===== config.mk =====
export PLATFORM = sky130hd
export DESIGN_NAME = inter_clock_bridge
export DESIGN_NICKNAME = d
export VERILOG_FILES = /design/src/rtl/inter_clock_pkg.sv /design/src/rtl/sync_edge_detect.sv /design/src/rtl/inter_clock_bridge.sv
export SDC_FILE = /design/constraint.sdc
export NUM_CORES = 1
export LEC_CHECK = 0
export CAP_MARGIN = 20
export CORE_AREA = 2 2 68 70
export CTS_BUF_LIST = sky130_fd_sc_hd__clkbuf_4
export DETAILED_ROUTE_END_ITERATION = 8
export DIE_AREA = 0 0 70 72
export GPL_ROUTABILITY_DRIVEN = 0
export MAX_ROUTING_LAYER = met4
export PLACE_DENSITY_LB_ADDON = 0.2
export REMOVE_ABC_BUFFERS = 1
export SKIP_CTS_REPAIR_TIMING = 1
export SLEW_MARGIN = 40
export SYNTH_ARGS = -nofsm -noshare
export SYNTH_HDL_FRONTEND = slang
export SYNTH_SLANG_ARGS = --single-unit

===== constraint.sdc =====
create_clock -name clock -period 3.1 [get_ports clock]
set_input_delay 0.31 -clock clock [delete_from_list [all_inputs] [get_ports clock]]
set_output_delay 0.31 -clock clock [all_outputs]
set_load 0.01 [all_outputs]

===== src/rtl/inter_clock_pkg.sv =====
// -----------------------------------------------------------------------------
// inter_clock_pkg
// Shared types and helpers for the inter-clock sample bridge.
//   state_e   : capture FSM states (HOLDOFF, ARMED, CAPTURE)
//   wd_width  : width of the stale watchdog counter, clog2(timeout + 1)
// -----------------------------------------------------------------------------
package inter_clock_pkg;

  typedef enum logic [1:0] {
    HOLDOFF = 2'd0,
    ARMED   = 2'd1,
    CAPTURE = 2'd2
  } state_e;

  // The counter must be able to hold the value `timeout` itself, because the
  // stale condition is defined as count == timeout.
  function automatic int wd_width(input int timeout);
    return $clog2(timeout + 1);
  endfunction

endpackage


===== src/rtl/sync_edge_detect.sv =====
// -----------------------------------------------------------------------------
// sync_edge_detect
// Brings a slow clock, treated as plain data, into the local clock domain and
// reports its transitions.
//   Parameters : SYNC_STAGES (2..4) synchroniser depth
//                RISE        1 = edge_o marks rising transitions, 0 = falling
//   clock      in  local clock, rising edge
//   reset_n    in  asynchronous active-low reset
//   din_i      in  asynchronous slow clock level
//   level_o    out synchronised level (last synchroniser stage)
//   edge_o     out one-cycle pulse on the selected transition
//   toggle_o   out one-cycle pulse on any transition of level_o
// -----------------------------------------------------------------------------
module sync_edge_detect #(
  parameter int SYNC_STAGES = 2,
  parameter bit RISE        = 1'b1
) (
  input  logic clock,
  input  logic reset_n,
  input  logic din_i,
  output logic level_o,
  output logic edge_o,
  output logic toggle_o
);

  logic [SYNC_STAGES-1:0] sync_q;
  logic                   prev_q;   // level one cycle earlier, for edge detection

  always_ff @(posedge clock or negedge reset_n) begin
    if (!reset_n) begin
      sync_q <= '0;
      prev_q <= 1'b0;
    end else begin
      sync_q <= {sync_q[SYNC_STAGES-2:0], din_i};
      prev_q <= sync_q[SYNC_STAGES-1];
    end
  end

  assign level_o  = sync_q[SYNC_STAGES-1];
  assign toggle_o = level_o ^ prev_q;

  generate
    if (RISE) begin : g_rise
      assign edge_o = level_o & ~prev_q;
    end else begin : g_fall
      assign edge_o = ~level_o & prev_q;
    end
  endgenerate

endmodule


===== src/rtl/inter_clock_bridge.sv =====
// -----------------------------------------------------------------------------
// inter_clock_bridge
// Captures CHANNELS samples produced under a slow clock (clock_low, sampled as
// data) into the fast clock domain on the selected edge of the synchronised
// slow clock, with a one-cycle valid strobe and a stale-source watchdog.
//   Parameters : DATA_WIDTH, CHANNELS, SYNC_STAGES (2..4),
//                CAPTURE_RISE (1 = rising, 0 = falling), TIMEOUT (>= 2)
//   clock      in  fast system clock
//   reset_n    in  asynchronous active-low reset
//   clock_low  in  slow source clock, sampled as data
//   data_in    in  packed channels, channel k = [k*DATA_WIDTH +: DATA_WIDTH]
//   data_out   out captured samples, same packing
//   valid      out one-cycle pulse when data_out is updated
//   stale      out no capture for TIMEOUT cycles (and since reset)
// Build option: INTER_CLOCK_STALE_MUTE_EN -- when defined, data_out reads zero
// while stale is high; the stored samples are kept.
// -----------------------------------------------------------------------------
module inter_clock_bridge
  import inter_clock_pkg::*;
#(
  parameter int DATA_WIDTH   = 16,
  parameter int CHANNELS     = 2,
  parameter int SYNC_STAGES  = 2,
  parameter int CAPTURE_RISE = 1,
  parameter int TIMEOUT      = 1024
) (
  input  logic                           clock,
  input  logic                           reset_n,
  input  logic                           clock_low,
  input  logic [CHANNELS*DATA_WIDTH-1:0] data_in,
  output logic [CHANNELS*DATA_WIDTH-1:0] data_out,
  output logic                           valid,
  output logic                           stale
);

  localparam int            WD_W   = wd_width(TIMEOUT);
  localparam logic [WD_W-1:0] WD_MAX = WD_W'(TIMEOUT);
  // Level of the synchronised clock just before a capturing edge.
  localparam logic          PRE_LEVEL = (CAPTURE_RISE != 0) ? 1'b0 : 1'b1;

  logic level, edge_det, toggle;

  sync_edge_detect #(
    .SYNC_STAGES (SYNC_STAGES),
    .RISE        (CAPTURE_RISE != 0)
  ) u_sync (
    .clock    (clock),
    .reset_n  (reset_n),
    .din_i    (clock_low),
    .level_o  (level),
    .edge_o   (edge_det),
    .toggle_o (toggle)
  );

  // HOLDOFF leaves only on an actual transition back to the pre-edge level.
  // After a capture the level sits at the post-edge value, so this is the
  // return to the pre-edge level; straight out of reset it means the
  // synchroniser's zero reset value never counts as a real opposite phase,
  // so an edge already present at reset release is not captured.
  logic rearm;
  assign rearm = toggle & (level == PRE_LEVEL);

  state_e          state_q;
  logic            valid_q;
  logic            stale_q;
  logic [WD_W-1:0] wd_q;
  logic [WD_W-1:0] wd_d;

  // Saturating watchdog increment.
  assign wd_d = (wd_q == WD_MAX) ? wd_q : wd_q + WD_W'(1);

  // stale is a set/clear flag: it leaves reset high, is cleared by a capture,
  // and is set again once the watchdog reaches TIMEOUT.
  always_ff @(posedge clock or negedge reset_n) begin
    if (!reset_n) begin
      state_q <= HOLDOFF;
      valid_q <= 1'b0;
      stale_q <= 1'b1;
      wd_q    <= '0;
    end else begin
      valid_q <= 1'b0;
      wd_q    <= wd_d;
      if (wd_d == WD_MAX) begin
        stale_q <= 1'b1;
      end
      case (state_q)
        HOLDOFF: begin
          if (rearm) state_q <= ARMED;
        end
        ARMED: begin
          if (edge_det) state_q <= CAPTURE;
        end
        CAPTURE: begin
          valid_q <= 1'b1;
          wd_q    <= '0;
          stale_q <= 1'b0;
          state_q <= HOLDOFF;
        end
        default: state_q <= HOLDOFF;
      endcase
    end
  end

  assign valid = valid_q;
  assign stale = stale_q;

  // Per-channel capture registers, loaded together in CAPTURE so data_out
  // changes in the same cycle valid pulses.
  genvar gi;
  generate
    for (gi = 0; gi < CHANNELS; gi++) begin : g_chan
      logic [DATA_WIDTH-1:0] ch_q;

      always_ff @(posedge clock or negedge reset_n) begin
        if (!reset_n) begin
          ch_q <= '0;
        end else if (state_q == CAPTURE) begin
          ch_q <= data_in[gi*DATA_WIDTH +: DATA_WIDTH];
        end
      end

`ifdef INTER_CLOCK_STALE_MUTE_EN
      assign data_out[gi*DATA_WIDTH +: DATA_WIDTH] = stale_q ? '0 : ch_q;
`else
      assign data_out[gi*DATA_WIDTH +: DATA_WIDTH] = ch_q;
`endif
    end
  endgenerate

endmodule


* After elaboration in Yosys (flattened, before gate mapping)
Cells that the tools add are included.
** Storage, ports and cells
- Bits in registers :: 50
- Input bits :: 35
** Operators by class
- $add $sub $neg :: 1
- Equality and inequality tests :: 6
- Muxes and demuxes :: 8
- Bitwise logic cells :: 5
- Reduce and logical (&&, ||, !) cells :: 3
** Operators by type and width (count)
- 11-bit == test, second input constant :: 2
- 11-bit two-way mux :: 2
- 11-bit by 1-bit adder with 11-bit output, second input constant :: 1
- 2-bit two-way mux :: 2
- 2-bit != test, second input constant :: 2
- 2-bit case mux with 2 select lines :: 1
- 1-bit two-way mux :: 3
- 1-bit AND :: 2
- 2-bit by 1-bit == test with 1-bit output, second input constant :: 1
- 2-bit == test, second input constant :: 1
- 2-bit zero test :: 1
- 1-bit inverter :: 2
- 2-bit AND reduction :: 1
- 2-bit nonzero test :: 1
- 1-bit XOR :: 1

* Longest topological paths before layout
- Word-level depth :: 5
- Depth in mapped cells :: 7
- Depth with buffers taken out :: 7

* Cells and area by module
A second synthesis with hierarchy kept.
** Unflattened totals
- Cell total of the unflattened synthesis :: 225
- Area total of the unflattened synthesis :: 2154.6 sq um
** Modules (own cells, without submodules)
- inter_clock_bridge :: times used 1, cells each 219, area each 2059.5 sq um, sequential area each 1177.4 sq um
- sync_edge_detect :: times used 1, cells each 6, area each 95.1 sq um, sequential area each 75.1 sq um

* Worst setup path after synthesis
Ideal clock, no wire load.
- Kind :: register to register
- From :: register wd_q[0]
- To :: register stale_q, in the netlist stale
- Arrival time :: 1612 ps
- Required time :: 3039 ps
- Setup slack :: 1427 ps
- Cell stages (with the launch flop) :: 8
- Path buffers :: 0
- Path through :: dfrtp_1 inv_1 ha_1 nor3b_2 nand4_2 or3_1 a22oi_1 a31o_1
** Between the ends
- Word-level cells in the longest chain between the ends :: 4
** RTL lines
- start, declared :: RTL line inter_clock_bridge.sv:66 : logic [WD_W-1:0] wd_q;
- start signal, assigned :: RTL line inter_clock_bridge.sv:82 : wd_q <= wd_d;
- 11-bit by 1-bit adder with 11-bit output or 11-bit == test (tied branches) :: RTL line inter_clock_bridge.sv:70 : assign wd_d = (wd_q == WD_MAX) ? wd_q : wd_q + WD_W'(1);
- 11-bit two-way mux (*) :: RTL line inter_clock_bridge.sv:70
- 11-bit == test (*) :: RTL line inter_clock_bridge.sv:83 : if (wd_d == WD_MAX) begin
- 2-bit nonzero test (no source line) (*)
- end signal, assigned :: RTL line inter_clock_bridge.sv:78 : stale_q <= 1'b1;
- end signal, assigned :: RTL line inter_clock_bridge.sv:84 : stale_q <= 1'b1;
- end signal, assigned :: RTL line inter_clock_bridge.sv:96 : stale_q <= 1'b0;
- end, declared :: RTL line inter_clock_bridge.sv:65 : logic stale_q;
Every way passes the cells marked *; elsewhere a longest branch is shown, timed or not.
A chain may end at the register's enable or synchronous reset.

* Final worst setup path
Same ends and word-level chain as after synthesis.

==> summary.txt <==
Placed design
  – Post-detailed-placement cell area: 2850 um^2
  – Placed cell count: 276
  – Port buffer count: 68
  – Worst slack at placement: 1.21 ns
  – HPWL after detailed placement: 3060 um

Critical path
  – Endpoint arrival time on the critical path: 2.23 ns
  – Cell depth of the worst flop-to-flop path: 7
  – Data required time of the worst path: 3.42 ns
  – Worst setup SP type: flop
  – Register-to-register path setup slack: 1.18 ns
  – Maximum fanout count along the critical path: 7
  – Beginning of the worst register-to-register path: wd_q[0]$_DFF_PN0_
  – Dominant delay contributor by cell family on the critical path: simple AND/OR/NAND/NOR gates
  – Slowest CP cell: sky130_fd_sc_hd__dfrtp_1
  – Endpoint of the worst register-to-register path: stale$_DFFE_PN1P_
  – Bufs and invs on worst path: 1
  – Stage delay of the slowest cell on the critical path: 0.49 ns
  – Critical path start-end classification: reg -> reg
  – Cells traversed along the worst timing path: inv_1, ha_1, nor3b_2, nand4_2, or3_1, a22oi_1, a31o_1
  – Crit end category: flop

Floorplan
  – Die outline height: 72 um
  – Starting Density: 50.2%
  – Boundary Pins: 69
  – Full die area: 5040 um^2
  – Die Width: 70 um
  – Placeable Area: 4260 um^2
  – Num rows: 24

Synthesis
  – Post-synth top area share: 57.3%
  – Number of standard cells after synthesis: 162
  – Synth area leader: sky130_fd_sc_hd__dfrtp_1
  – Netlist cell types: 35
  – Synthesis Warnings: 0
  – Netlist area before placement: 2140 um^2
  – Leading cell types by total area after synthesis: sky130_fd_sc_hd__dfrtp_1 (57%), sky130_fd_sc_hd__mux2_2 (17%), sky130_fd_sc_hd__nor2_1 (2.8%), sky130_fd_sc_hd__xnor2_1 (2.0%), sky130_fd_sc_hd__xor2_1 (1.6%)
  – Synthesis-stage register bit count: 50
  – Count of flip-flops with a built-in enable after synthesis: 0
  – Share of synthesized registers carrying an async set or reset: 100%
  – Portion of the post-synthesis area used by sequential elements: 58.5%
  – Syn avg cell area: 13.2 um^2
  – Post-synth top flop: sky130_fd_sc_hd__dfrtp_1

Detailed routing
  – Remaining antenna violation count after routing: 0
  – Violation count after the first detailed-routing iteration: 118
  – Count of TritonRoute iterations in the first routing pass: 4
  – Routed len/inst: 15.2 um
  – Routed wire length: 4320 um
  – Routed vias: 1484
  – Via-per-instance ratio: 5.21
  – DRC errors left: 0

Clock tree
  – Depth of the CTS H-tree: 2
  – Clk_lat worst skew: 0.37 ns
  – Clock tree from TritonCTS: done
  – Maximum root-to-sink buffer count: 2
  – Clock buffer count from CTS: 5
  – Cell chosen for the clock root: sky130_fd_sc_hd__clkbuf_4
  – Clock-pin slew reported for the worst setup and hold paths after clock tree synthesis: 0.14 ns
  – Number of clock sinks: 50

Timing
  – Transition time of the tightest slew-check pin: 0.617 ns
  – Final setup TNS: 0 ns
  – Final Cycle Share: 61.8%
  – # setup viols final: 0
  – Time the final worst path needs with I/O delays and setup: 1.92 ns
  – Timing-limited maximum frequency: 0.522 GHz
  – Worst clock skew: 0.00619 ns
  – Least setup slack across all paths after layout: 1.18 ns
  – Worst max-slew margin expressed relative to the limit: 58.9%
  – Number of endpoints with negative hold slack in the final report: 0
  – Total count of max-transition violations in the final report: 0
  – Setup repair after global routing missed its margin: false
  – WHS: 0.366 ns

Cells and area
  – Post-Route Utilization: 69.0%
  – Area Growth Syn to Fin: 37.5%
  – Top library cells by usage in the layout, fill and taps aside: sky130_fd_sc_hd__clkdlybuf4s50_1 (67), sky130_fd_sc_hd__dfrtp_1 (49), sky130_fd_sc_hd__mux2_2 (32)
  – Most common cell after layout, fill and taps aside: sky130_fd_sc_hd__clkdlybuf4s50_1
  – Cell area after layout: 2940 um^2
  – Fraction of final layout cells sized beyond drive strength 1: 23.2%
  – Number of antenna cells inserted: 0
  – Number of nets in the layout: 269
  – Number of standard cells in the final layout excluding fillers: 285

Min path
  – Min-Delay Path Depth: 0
  – Launch point of the worst hold path: u_sync.sync_q[0]$_DFF_PN0_
  – Kind of path behind the tightest hold check: reg -> reg
  – End point of the worst hold path: u_sync.sync_q[1]$_DFF_PN0_

Power
  – Max VDD drop: 390 uV
  – P per Cell Area: 794 nW/um^2
  – Post-route total power: 2.34 mW
  – Standby leakage power: 1.25 nW

Run status
  – Run status: complete, no violations

Global routing
  – Total track usage: 19.0%
  – Overall overflow remaining after global route: 0
  – Pin count of the biggest net entering global routing: 51
  – Vias in the first global route: 1602
  – Antenna violations before repair: 0
  – First-pass GRT wire length: 7350 um

Job
  – Maxcap violations: 0
-- Yosys cell counts, types with 3 or more instances --
master / instances
sky130_fd_sc_hd__buf_2: 3
sky130_fd_sc_hd__dfrtp_1: 49
sky130_fd_sc_hd__nor2_1: 16
sky130_fd_sc_hd__nand2_1: 8
sky130_fd_sc_hd__a21oi_1: 3
sky130_fd_sc_hd__xnor2_1: 5
sky130_fd_sc_hd__xor2_1: 4
sky130_fd_sc_hd__mux2_2: 32
sky130_fd_sc_hd__o21ai_0: 3
sky130_fd_sc_hd__nand3_1: 6
sky130_fd_sc_hd__inv_1: 3
-- worst max path at each step --
stage,depth (start not counted),slack [ns],end,from
3_3_place_gp,7,1.38,stale$_DFFE_PN1P_,wd_q[0]$_DFF_PN0_
6_report,7,1.18,stale$_DFFE_PN1P_,wd_q[0]$_DFF_PN0_
4_1_cts,7,1.17,stale$_DFFE_PN1P_,wd_q[0]$_DFF_PN0_
5_1_grt,7,1.07,stale$_DFFE_PN1P_,wd_q[0]$_DFF_PN0_
2_1_floorplan,3,0.27,stale$_DFFE_PN1P_,state_q[0]$_DFFE_PN0P_
3_5_place_dp,7,1.21,stale$_DFFE_PN1P_,wd_q[0]$_DFF_PN0_
-- cell families (layout without fill, tap and decap cells) --
group                    Yosys count  after routing  share of synthesized area [%]
AO/OA/AOI/OAI                      9              9                           2.63
XOR/XNOR                           9              9                           3.68
multiplexers                      34             34                           17.8
AND/OR/NAND/NOR                   48             48                           13.4
buffers and inverters             10             81                           2.81
adder cells (fa/ha/maj)            2              2                           1.17
flip-flops                        50             50                           58.5
-- power breakdown --
| group | switching [mW] | internal, mW |
|---|---|---|
| combinational | 0.346 | 0.559 |
| clock | 0.200 | 0.189 |
| sequential | 0.173 | 0.869 |
| total | 0.720 | 1.62 |
-- per-layer routing --
layer  wire length (um)  share of wire, %  track usage, %
met5                  0                 0               -
met4                 55               1.3            6.41
met3                292               6.8            5.97
met2               2260                52            31.6
met1               1710                40            22.1
-- worst register-to-register path, stage by stage, from the launching register on --
cell and delay, ns:
sky130_fd_sc_hd__dfrtp_1 0.49, sky130_fd_sc_hd__inv_1 0.13, sky130_fd_sc_hd__ha_1 0.14, sky130_fd_sc_hd__nor3b_2 0.18
sky130_fd_sc_hd__nand4_2 0.20, sky130_fd_sc_hd__or3_1 0.34, sky130_fd_sc_hd__a22oi_1 0.21, sky130_fd_sc_hd__a31o_1 0.17
-- layout make-up --
class	instances	area, um^2
Clock buffer	7	52.6
Timing Repair Buffer	70	696
Fill cell	330	1320
Clock inverter	1	30.0
Sequential cell	50	1250
Multi-Input combinational cell	102	836
Tap cell	52	65.1
Inverter	3	11.3
-- flip-flops by register name, indices dropped and copies added, names as in the netlist --
register,flops
g_chan.ch_q,32
stale,1
state_q,2
u_sync.prev_q,1
u_sync.sync_q,2
valid,1
wd_q,11
Note: power is estimated with default switching activity, not from simulation.
